## config.mk

```make
export PLATFORM = sky130hd
export DESIGN_NAME = mmio_port_responder
export DESIGN_NICKNAME = d
export VERILOG_FILES = /design/src/rtl/mmio_port_responder.sv
export SDC_FILE = /design/constraint.sdc
export NUM_CORES = 1
export LEC_CHECK = 0
export CORE_UTILIZATION = 50
export CTS_BUF_LIST = sky130_fd_sc_hd__clkbuf_16
export DETAILED_ROUTE_END_ITERATION = 16
export GPL_TIMING_DRIVEN = 0
export PLACE_DENSITY_LB_ADDON = 0.12
export RECOVER_POWER = 50
export SLEW_MARGIN = 10
export SYNTH_ARGS = -nofsm -noshare
export SYNTH_HDL_FRONTEND = slang
export SYNTH_SLANG_ARGS = --single-unit
export TNS_END_PERCENT = 1
```

## constraint.sdc

```tcl
create_clock -name clk -period 5.31 [get_ports clk]
set_input_delay 1.062 -clock clk [delete_from_list [all_inputs] [get_ports clk]]
set_output_delay 1.062 -clock clk [all_outputs]
set_load 0.1 [all_outputs]
```

## src/rtl/mmio_port_responder.sv

```systemverilog
// mmio_port_responder
// Memory-mapped I/O target on the core's data-memory bus. It owns the PortOut
// register, synchronises the external PortIn byte and logs every change of the
// synchronised value in a small FIFO with a sticky overflow flag.
// Optional feature macro: MMIO_IRQ_EN (adds CTRL.irq_enable and the Irq port).
//
// Bus semantics: there is no handshake and the block never stalls the core.
// Hit is a pure address decode, independent of the strobes. A load
// (MemRead & Hit) returns data combinationally in the same cycle. A store
// (MemWrite & Hit) and a FIFO pop caused by a FIFO_DATA load commit on the
// next rising clk edge.
//
// Register window (word offsets from BASE_ADDR):
//   0x00 PORT_OUT  R/W
//   0x04 PORT_IN   R    {24'b0, synchronised PortIn}
//   0x08 STATUS    R/W1C {16'b0, count[7:0], 5'b0, overflow, full, not_empty}
//   0x0C FIFO_DATA R    {24'b0, head}; pops when the FIFO is not empty
//   0x10 CTRL      R/W  bit 0 irq_enable (only with MMIO_IRQ_EN, else reads 0)

module mmio_port_responder #(
    parameter logic [31:0] BASE_ADDR   = 32'h1001_0000,
    parameter int          FIFO_DEPTH  = 4,
    parameter int          SYNC_STAGES = 2
) (
    input  logic        clk,
    input  logic        reset,
    input  logic [31:0] Address,
    input  logic [31:0] WriteData,
    input  logic        MemWrite,
    input  logic        MemRead,
    input  logic [7:0]  PortIn,
    output logic [31:0] ReadData,
    output logic        Hit,
    output logic [31:0] PortOut
`ifdef MMIO_IRQ_EN
    ,
    output logic        Irq
`endif
);

    // FIFO pointer and occupancy widths; the count needs one extra bit so
    // that a full FIFO (count == FIFO_DEPTH) is distinguishable from empty.
    localparam int            AW        = (FIFO_DEPTH > 1) ? $clog2(FIFO_DEPTH) : 1;
    localparam int            CW        = AW + 1;
    localparam logic [CW-1:0] DEPTH_CNT = CW'(FIFO_DEPTH);
    localparam logic [29:0]   BASE_WORD = BASE_ADDR[31:2];
    localparam logic [29:0]   WIN_WORDS = 30'd5;

    localparam logic [2:0] OFF_PORT_OUT  = 3'd0;
    localparam logic [2:0] OFF_PORT_IN   = 3'd1;
    localparam logic [2:0] OFF_STATUS    = 3'd2;
    localparam logic [2:0] OFF_FIFO_DATA = 3'd3;
    localparam logic [2:0] OFF_CTRL      = 3'd4;

    // ------------------------------------------------------------------
    // Address decode
    // ------------------------------------------------------------------
    logic [29:0] word_off;
    logic [2:0]  reg_sel;
    logic        unused_addr_bits;
    logic        rd_en;
    logic        wr_en;
    logic        wr_port_out;
    logic        wr_status;
    logic        rd_fifo;

    // Unsigned subtraction: addresses below the base wrap to a large offset
    // and therefore fall outside the window as well.
    assign word_off         = Address[31:2] - BASE_WORD;
    assign Hit              = (word_off < WIN_WORDS);
    assign reg_sel          = word_off[2:0];
    assign unused_addr_bits = ^Address[1:0];

    assign rd_en       = MemRead & Hit;
    assign wr_en       = MemWrite & Hit;
    assign wr_port_out = wr_en && (reg_sel == OFF_PORT_OUT);
    assign wr_status   = wr_en && (reg_sel == OFF_STATUS);
    assign rd_fifo     = rd_en && (reg_sel == OFF_FIFO_DATA);

    // ------------------------------------------------------------------
    // PortOut register
    // ------------------------------------------------------------------
    // Store to PORT_OUT updates the output port on the same edge.
    always_ff @(posedge clk) begin
        if (reset) begin
            PortOut <= 32'h0;
        end else if (wr_port_out) begin
            PortOut <= WriteData;
        end
    end

    // ------------------------------------------------------------------
    // PortIn synchroniser and change detection
    // ------------------------------------------------------------------
    logic [7:0] sync_q [SYNC_STAGES];
    logic [7:0] prev_q;
    logic [7:0] port_sync;
    logic       change;

    assign port_sync = sync_q[SYNC_STAGES-1];
    assign change    = (port_sync != prev_q);

    // Synchroniser chain plus the previous synchronised value used to spot
    // changes; clearing both on reset makes a nonzero PortIn held through
    // reset show up as a change once it has crossed the chain.
    always_ff @(posedge clk) begin
        if (reset) begin
            for (int i = 0; i < SYNC_STAGES; i++) begin
                sync_q[i] <= 8'h00;
            end
            prev_q <= 8'h00;
        end else begin
            sync_q[0] <= PortIn;
            for (int i = 1; i < SYNC_STAGES; i++) begin
                sync_q[i] <= sync_q[i-1];
            end
            prev_q <= port_sync;
        end
    end

    // ------------------------------------------------------------------
    // Change FIFO
    // ------------------------------------------------------------------
    logic [7:0]    fifo_mem [FIFO_DEPTH];
    logic [AW-1:0] wr_ptr_q;
    logic [AW-1:0] rd_ptr_q;
    logic [CW-1:0] count_q;
    logic          ovf_q;
    logic          fifo_empty;
    logic          fifo_full;
    logic          pop;
    logic          push;
    logic          ovf_set;
    logic          ovf_clr;
    logic [7:0]    fifo_head;

    assign fifo_empty = (count_q == '0);
    assign fifo_full  = (count_q == DEPTH_CNT);
    assign fifo_head  = fifo_mem[rd_ptr_q];

    // A pop on an empty FIFO is ignored. A push into a full FIFO only
    // succeeds when a pop frees the head slot on the same edge; otherwise the
    // entry is dropped and overflow is flagged.
    assign pop     = rd_fifo & ~fifo_empty;
    assign push    = change & (~fifo_full | pop);
    assign ovf_set = change & fifo_full & ~pop;
    assign ovf_clr = wr_status & WriteData[2];

    // Storage array: data only, validity is tracked by the pointers/count.
    always_ff @(posedge clk) begin
        if (!reset && push) begin
            fifo_mem[wr_ptr_q] <= port_sync;
        end
    end

    // Pointers, occupancy and sticky overflow; a new overflow beats a
    // W1C clear arriving on the same edge.
    always_ff @(posedge clk) begin
        if (reset) begin
            wr_ptr_q <= '0;
            rd_ptr_q <= '0;
            count_q  <= '0;
            ovf_q    <= 1'b0;
        end else begin
            if (push) begin
                wr_ptr_q <= wr_ptr_q + AW'(1);
            end
            if (pop) begin
                rd_ptr_q <= rd_ptr_q + AW'(1);
            end
            case ({push, pop})
                2'b10:   count_q <= count_q + CW'(1);
                2'b01:   count_q <= count_q - CW'(1);
                default: count_q <= count_q;
            endcase
            if (ovf_set) begin
                ovf_q <= 1'b1;
            end else if (ovf_clr) begin
                ovf_q <= 1'b0;
            end
        end
    end

    // ------------------------------------------------------------------
    // CTRL register and interrupt
    // ------------------------------------------------------------------
    logic [31:0] ctrl_value;

`ifdef MMIO_IRQ_EN
    logic wr_ctrl;
    logic irq_enable_q;

    assign wr_ctrl    = wr_en && (reg_sel == OFF_CTRL);
    assign ctrl_value = {31'h0, irq_enable_q};

    // irq_enable register and the registered interrupt, raised one edge
    // after the FIFO holds data or overflow is set.
    always_ff @(posedge clk) begin
        if (reset) begin
            irq_enable_q <= 1'b0;
            Irq          <= 1'b0;
        end else begin
            if (wr_ctrl) begin
                irq_enable_q <= WriteData[0];
            end
            Irq <= irq_enable_q & (~fifo_empty | ovf_q);
        end
    end
`else
    assign ctrl_value = 32'h0;
`endif

    // ------------------------------------------------------------------
    // Read mux
    // ------------------------------------------------------------------
    logic [31:0] status_value;
    logic [31:0] fifo_value;

    assign status_value = {16'h0, 8'(count_q), 5'h0, ovf_q, fifo_full, ~fifo_empty};
    assign fifo_value   = fifo_empty ? 32'h0 : {24'h0, fifo_head};

    // Zero-latency load data; zero whenever no load targets the window.
    always_comb begin
        ReadData = 32'h0;
        if (rd_en) begin
            case (reg_sel)
                OFF_PORT_OUT:  ReadData = PortOut;
                OFF_PORT_IN:   ReadData = {24'h0, port_sync};
                OFF_STATUS:    ReadData = status_value;
                OFF_FIFO_DATA: ReadData = fifo_value;
                OFF_CTRL:      ReadData = ctrl_value;
                default:       ReadData = 32'h0;
            endcase
        end
    end

endmodule

```

==> results of run 1 <==
cells in the mapped netlist (all sizes together) (6+ instances only):
library cell	count	share of area
a21oi	13	0.018
dfxtp	66	0.30
buf	6	0.0078
inv	6	0.0052
nor4	6	0.016
mux4	8	0.042
and2	23	0.033
nand4	6	0.0087
edfxtp	32	0.22
nor2	62	0.054
mux2i	39	0.090
clkbuf	16	0.016
nor2b	30	0.043
xnor2	10	0.020
metrics by stage:
step	hold slack, ps	setup slack (ps)	total power (W)	instance area (um2)
4_1_cts	442	46.7	0.00165	6140
5_1_grt	456	-51.0	0.00171	6060
2_1_floorplan	414	-101	0.000937	4340
3_3_place_gp	420	-532	0.00102	5830
6_report	438	89.0	0.00165	6060
3_5_place_dp	425	-664	0.00103	5830
final timing paths:
| check | startpoint | endpoint | slack, ps | cells after the start |
|---|---|---|---|---|
| worst max register to register | count_q[2] | count_q[2] | 2330 | 9 |
| worst min register to register | sync_q[0][4] | sync_q[0][12] | 440 | 1 |
| worst min-delay path | sync_q[0][4] | sync_q[0][12] | 440 | 1 |
| worst max-delay path | Address[17] | ReadData[29] | 90 | 9 |
worst max-delay path: cells and delay by family:
family	cells	cell delay, ps
buffers and inverters	3	1410
and+or+nand+nor	5	1230
AOI/OAI and AO/OA	1	450
power groups by stage:
stage	Sequential, W	Combinational [W]	Clock (W)
after global routing	0.000837	0.000195	0.000676
after detailed placement	0.000850	0.000179	0
after CTS	0.000833	0.000181	0.000639
after global placement	0.000847	0.000173	0
after floorplan	0.000842	0.0000954	0
final	0.000833	0.000180	0.000635
final cells by class:
class,instances,area share
Inverter,6,0.00372
Buffer,22,0.0171
Timing Repair Buffer,136,0.213
Sequential cell,98,0.377
Multi-Input combinational cell,257,0.319
Clock inverter,7,0.0114
Tap cell,105,0.0217
Clock buffer,9,0.0372
kinds of logic after synthesis:
logic type | Yosys count | synth area share
adders and majority gates | 5 | 0.0162
buffers and inverters | 28 | 0.0291
and+or+nand+nor | 162 | 0.216
DFF | 98 | 0.526
xor gates and xnor gates | 11 | 0.0222
muxes | 51 | 0.142
AOI/OAI and AO/OA | 28 | 0.0482
sequential cells by signal, indices dropped and copies added, names as in the netlist, named ones only:
| signal | cells |
|---|---|
| fifo_mem | 32 |
| wr_ptr_q | 2 |
| ovf_q | 1 |
| count_q | 3 |
| PortOut | 32 |
| prev_q | 8 |
| rd_ptr_q | 2 |
| sync_q | 16 |
per-layer routing:
| metal | share of wire | up-vias | GRT usage | wire length [um] |
|---|---|---|---|---|
| li1 | - | 1639 | - | - |
| met1 | 0.41 | 1623 | 0.285 | 4360 |
| met2 | 0.50 | 125 | 0.407 | 5290 |
| met3 | 0.067 | 14 | 0.0534 | 703 |
| met4 | 0.017 | 0 | 0.0707 | 175 |
| met5 | 0 | - | 0 | 0 |
timing repair:
item / CTS / global route
setup endpoints to repair: 31 / 22
hold buffers: 0 / 0
gates resized for setup: 73 / 36
==> results by group, run 1 <==
Status
  • Run status: finished, final reports clean

Global routing
  • Combined global-route utilization of all metal layers: 0.233
  • Overall overflow remaining after global route: 0
  • Number of global-route vias before repair: 3227
  • Number of antenna violations at the first check in global routing: 0
  • Maximum number of pins on one net before global-route repair: 20
  • Wire length of the first global-routing pass: 15700 um

Placement
  • Detailed Place HPWL: 7650 um
  • Routability congestion estimate: 0.807
  • Placed Instances: 624
  • Number of input and output port buffers inserted: 136

Clock network
  • Buffer cell driving the clock tree root: sky130_fd_sc_hd__clkbuf_16
  • CTS max path bufs: 2
  • Setup Buffers After CTS: 0
  • Clock insertion delay at the later pin of the skew report: 340 ps
  • CTS H-Tree Depth: 3
  • Clock buffers created by TritonCTS: 9
  • Number of clock sinks: 98
  • TritonCTS clock tree: done
  • Clock-pin slew reported for the worst setup and hold paths after clock tree synthesis: 70 ps

Routing
  • Detailed-route vias per instance: 5.31
  • Antenna violation net count after detailed routing: 0
  • Final routed wire length divided by cell count: 16.4 um
  • Detailed-routing iteration count for the pre-antenna-repair pass: 6
  • DRC viols: 0
  • Routed via count: 3401
  • Routed wire length: 10500 um
  • Initial detailed-routing violation count: 86

Worst setup path
  • Max Fanout on Critical Path: 10
  • Type of element launching the critical path: input port
  • Worst stage delay on the critical path: 530 ps
  • List of cells traversed by the critical path: clkdlybuf4s50_1, nor4_4, nand2_2, o311ai_4, nand4b_1, nor3_2, clkbuf_1, and2_1, clkdlybuf4s18_2
  • Data required time of the worst path: 4250 ps
  • Element type at the critical path end: output port
  • Arrival time at the worst endpoint: 4160 ps
  • Critical-path top delay cell: sky130_fd_sc_hd__clkdlybuf4s50_1
  • Critical path start-end classification: input port to output port

Yosys
  • Synth Register Bits: 98
  • Count of cell types in the netlist: 51
  • Number of enable flip-flop cells after synthesis: 32
  • Average cell area after synthesis: 11.3 um2
  • Number of synthesis warnings: 0
  • Post-synth net total: 464
  • Synthesized instance count: 383
  • Fraction of registers with async set or reset after synthesis: 0
  • Sequential fraction of the synthesis area: 0.526
  • Prevailing post-synth register cell: sky130_fd_sc_hd__dfxtp_1
  • Netlist area before placement: 4340 um2

Worst hold path
  • Kind of path behind the tightest hold check: flop to flop

Timing
  • Part of the cycle the worst path needs: 0.983
  • Worst-case headroom to the max-slew limit: 0.329
  • Layout Skew: 10.7 ps
  • Number of failing setup endpoints in the final timing report: 0
  • Fmax: 0.192 GHz
  • Setup repair after global routing missed its margin: yes
  • Hold Violations, Final: 0
  • Shortest period the worst path allows: 5220 ps
  • Worst slew pin tran: 1000 ps
  • Total negative slack: 0 ps
  • Final Max Slew Viols: 0

Final layout
  • Final-layout fill cell count: 612
  • Final Non-Filler Cells: 640
  • Layout cells sized above 1: 0.125
  • Number of antenna diodes: 0
  • Most used cells in the layout excluding fill and tap cells: sky130_fd_sc_hd__clkdlybuf4s50_1 (72), sky130_fd_sc_hd__dfxtp_1 (66), sky130_fd_sc_hd__nor2_1 (62), sky130_fd_sc_hd__mux2i_1 (39)
  • Most common cell after layout, fill and taps aside: sky130_fd_sc_hd__clkdlybuf4s50_1
  • Final core area utilization: 0.730
  • Register area: 2280 um2
  • Synth-to-layout area growth: 39.6%
  • NumNets Final: 611
  • Area of the multi-input gates: 1930 um2

Floorplan
  • Io pins: 141
  • Area of the core: 8300 um2
  • Effective utilization at floorplan: 0.523
  • Number of rows created at floorplan: 33
  • Area of the die: 9050 um2
  • Horizontal die dimension: 95.1 um
  • Y dimension of the die: 95.1 um

Power and ir drop
  • Leakage power of the design: 2.32 nW
  • Max VDD drop: 0.166 mV
  • Part of the power in the clock network: 0.385
  • Total power density per cell area: 272 nW/um2
  • Switching power: 0.000407 W
  • Net switching share of the total power: 0.247
  • Fraction of power consumed by combinational cells: 0.109
  • Flop pwr share: 0.506
  • Internal cell power: 0.00124 W

Job
  • Number of max-cap violations: 0
Power figures use the tool's default switching activity.
==> run 2: changes to the inputs <==
--- a/config.mk
+++ b/config.mk
@@ -10,5 +10,5 @@
 export DETAILED_ROUTE_END_ITERATION = 16
 export GPL_TIMING_DRIVEN = 0
-export PLACE_DENSITY_LB_ADDON = 0.12
+export PLACE_DENSITY = 0.86
 export RECOVER_POWER = 50
 export SLEW_MARGIN = 10
==> constraint.sdc (replaced) <==
create_clock -name clk -period 5.31 [get_ports clk]
set_input_delay 1.062 -clock clk [delete_from_list [all_inputs] [get_ports clk]]
set_output_delay 1.062 -clock clk [all_outputs]
set_load 0.05 [all_outputs]
==> run 2 against run 1 <==
  * Sequential share of layout area is 0.10 points higher
  * Register-to-register slack worse by 190 ps
  * Worst setup slack better by 61 ps
  * Cell area is 0.27% lower
  * The flow now finishes with violations (capacitance limit, slew limit)
  * Combinational power is 2% higher
  * Global-route usage is 1.9 points higher
  * Critical path depth is 1 lower
  * Via count is 0.68% higher
  * Highest routed layer unchanged
  * Count of clock-buffer cells in the layout stayed put
  * Clock power is 2% higher
==> results by group, run 2 (synthesis results as in run 1) <==
Status
  • Run status: complete, but fails checks (was finished, final reports clean)
  • Failing checks: capacitance limit, slew limit

Timing
  • Hold Violations, Final: 0 (unchanged)
  • Setup repair after global routing missed its margin: no (was yes)
  • Part of the cycle the worst path needs: 0.972 (was 0.983)
  • Worst slew pin tran: 1560 ps (was 1000 ps)
  • Final Max Slew Viols: 6 (was 0)
  • Fmax: 0.194 GHz (was 0.192 GHz)
  • Total negative slack: 0 ps (unchanged)
  • Worst-case headroom to the max-slew limit: -0.0540 (was 0.329)
  • Layout Skew: 8.93 ps (was 10.7 ps)
  • Shortest period the worst path allows: 5160 ps (was 5220 ps)
  • Number of failing setup endpoints in the final timing report: 0 (unchanged)

Routing
  • Routed via count: 3424 (was 3401)
  • Detailed-routing iteration count for the pre-antenna-repair pass: 4 (was 6)
  • Antenna violation net count after detailed routing: 0 (unchanged)
  • Routed wire length: 11300 um (was 10500 um)
  • DRC viols: 0 (unchanged)
  • Final routed wire length divided by cell count: 17.6 um (was 16.4 um)
  • Detailed-route vias per instance: 5.35 (was 5.31)
  • Initial detailed-routing violation count: 181 (was 86)

Placement
  • Number of input and output port buffers inserted: 136 (unchanged)
  • Routability congestion estimate: 0.786 (was 0.807)
  • Detailed Place HPWL: 8340 um (was 7650 um)
  • Post-Place Cell Area: 5830 um2 (unchanged)

Worst setup path
  • Element type at the critical path end: output port (unchanged)
  • Critical register-to-register path startpoint: count_q[2] (unchanged)
  • Critical path start-end classification: input port to output port (unchanged)
  • Flop-to-flop setup slack: 2140 ps (was 2330 ps)
  • Worst R2R Path Depth: 8 (was 9)
  • Max Fanout on Critical Path: 10 (unchanged)
  • Data required time of the worst path: 4250 ps (about the same)
  • Arrival time at the worst endpoint: 4100 ps (was 4160 ps)
  • Capturing point of the worst reg2reg path: fifo_mem[2][0] (was count_q[2])
  • Type of element launching the critical path: input port (unchanged)

Power and ir drop
  • Max VDD drop: 0.225 mV (was 0.166 mV)
  • Total power density per cell area: 275 nW/um2 (was 272 nW/um2)
  • Leakage power of the design: 2.26 nW (was 2.32 nW)
  • Tot Pwr: 0.00166 W (was 0.00165 W)

Global routing
  • Wire length of the first global-routing pass: 16900 um (was 15700 um)
  • Number of global-route vias before repair: 3462 (was 3227)
  • Number of antenna violations at the first check in global routing: 0 (unchanged)
  • Maximum number of pins on one net before global-route repair: 21 (was 20)
  • Overall overflow remaining after global route: 0 (unchanged)
  • Combined global-route utilization of all metal layers: 0.252 (was 0.233)

Floorplan
  • Area of the die: 9050 um2 (unchanged)
  • Area of the core: 8300 um2 (unchanged)
  • Y dimension of the die: 95.1 um (unchanged)
  • Effective utilization at floorplan: 0.523 (unchanged)
  • Number of rows created at floorplan: 33 (unchanged)
  • Horizontal die dimension: 95.1 um (unchanged)
  • Io pins: 141 (unchanged)

Final layout
  • Most common cell after layout, fill and taps aside: sky130_fd_sc_hd__clkdlybuf4s50_1 (unchanged)
  • Layout cells sized above 1: 0.101 (was 0.125)
  • NumNets Final: 611 (unchanged)
  • Final design instance area without fill: 6040 um2 (was 6060 um2)
  • Final-layout fill cell count: 559 (was 612)
  • Area of the multi-input gates: 1900 um2 (was 1930 um2)
  • Synth-to-layout area growth: 39.3% (was 39.6%)
  • Number of antenna diodes: 0 (unchanged)
  • Register area: 2280 um2 (unchanged)
  • Regs by FF count: PortOut x32, fifo_mem x32, sync_q x16 (unchanged)
  • Most used cells in the layout excluding fill and tap cells: sky130_fd_sc_hd__clkdlybuf4s50_1 (82), sky130_fd_sc_hd__dfxtp_1 (66), sky130_fd_sc_hd__nor2_1 (62), sky130_fd_sc_hd__mux2i_1 (39) (was sky130_fd_sc_hd__clkdlybuf4s50_1 (72), sky130_fd_sc_hd__dfxtp_1 (66), sky130_fd_sc_hd__nor2_1 (62), sky130_fd_sc_hd__mux2i_1 (39))

Clock network
  • TritonCTS clock tree: done (unchanged)
  • CTS max path bufs: 2 (unchanged)
  • Setup Buffers After CTS: 0 (unchanged)
  • Number of hold buffers added after cts: 0 (unchanged)
  • Clock insertion delay at the later pin of the skew report: 340 ps (about the same)
  • Clock-pin slew reported for the worst setup and hold paths after clock tree synthesis: 70 ps (about the same)
  • CTS H-Tree Depth: 3 (unchanged)
  • Clock buffers created by TritonCTS: 9 (unchanged)
  • Number of clock sinks: 98 (unchanged)
  • Buffer cell driving the clock tree root: sky130_fd_sc_hd__clkbuf_16 (unchanged)

Worst hold path
  • Worst Hold Launch: sync_q[0][2] (was sync_q[0][4])
  • Kind of path behind the tightest hold check: flop to flop (unchanged)
  • Worst hold stages: 1 (unchanged)
  • Endpoint, Worst Hold: sync_q[0][10] (was sync_q[0][12])

Job
  • Number of max-cap violations: 1 (was 0)
==> run 2: worst max-delay path: stages <==
cell and delay (ps):
sky130_fd_sc_hd__clkdlybuf4s50_1 510, sky130_fd_sc_hd__nor4_4 380, sky130_fd_sc_hd__nand2_2 110, sky130_fd_sc_hd__o311ai_4 450
sky130_fd_sc_hd__nand4b_1 230, sky130_fd_sc_hd__clkbuf_1 290, sky130_fd_sc_hd__a21oi_1 220, sky130_fd_sc_hd__clkdlybuf4s50_1 840
==> run 2: stage by stage <==
stage	hold WS (ps)	util	instances	setup WS (ps)
6_report	436	0.728	640	150
5_1_grt	451	0.728	640	19.0
4_1_cts	441	0.736	640	49.6
3_5_place_dp	424	0.702	624	-209
3_3_place_gp	419	0.702	624	-133
2_1_floorplan	414	-	383	891
==> run 2: per-layer routing <==
| layer | share of wire | track usage | vias up |
|---|---|---|---|
| li1 | - | - | 1648 |
| met1 | 0.37 | 0.289 | 1608 |
| met2 | 0.52 | 0.446 | 147 |
| met3 | 0.093 | 0.0590 | 21 |
| met4 | 0.017 | 0.114 | 0 |
| met5 | 0 | 0 | - |
==> run 2: report_power, final <==
| part | leakage, nW | total [W] | switching (W) | internal (W) |
|---|---|---|---|---|
| clock network | 0.148 | 0.000645 | 0.000311 | 0.000334 |
| logic | 1.28 | 0.000184 | 0.0000865 | 0.0000976 |
| registers | 0.836 | 0.000833 | 0.0000215 | 0.000812 |
==> run 2: timing repair <==
| item | CTS | global route |
|---|---|---|
| endpoints found under the hold margin | 0 | 0 |
| endpoints found under the setup margin | 20 | 22 |
| resized for setup | 20 | 35 |
==> run 2: cell type report <==
type                            count  area share
Clock inverter                      7      0.0131
Buffer                             22      0.0160
Tap cell                          105      0.0218
Multi-Input combinational cell    257       0.315
Timing Repair Buffer              136       0.215
Sequential cell                    98       0.378
Inverter                            6     0.00373
Clock buffer                        9      0.0373
==> run 2: worst max path at each step <==
stage,start,end,slack [ps]
floorplan,Address[23],ReadData[10],890
global placement,Address[17],ReadData[19],-130
detailed placement,Address[17],ReadData[18],-210
CTS,Address[17],ReadData[18],50
global route,Address[17],ReadData[24],20
finish,Address[17],ReadData[1],150
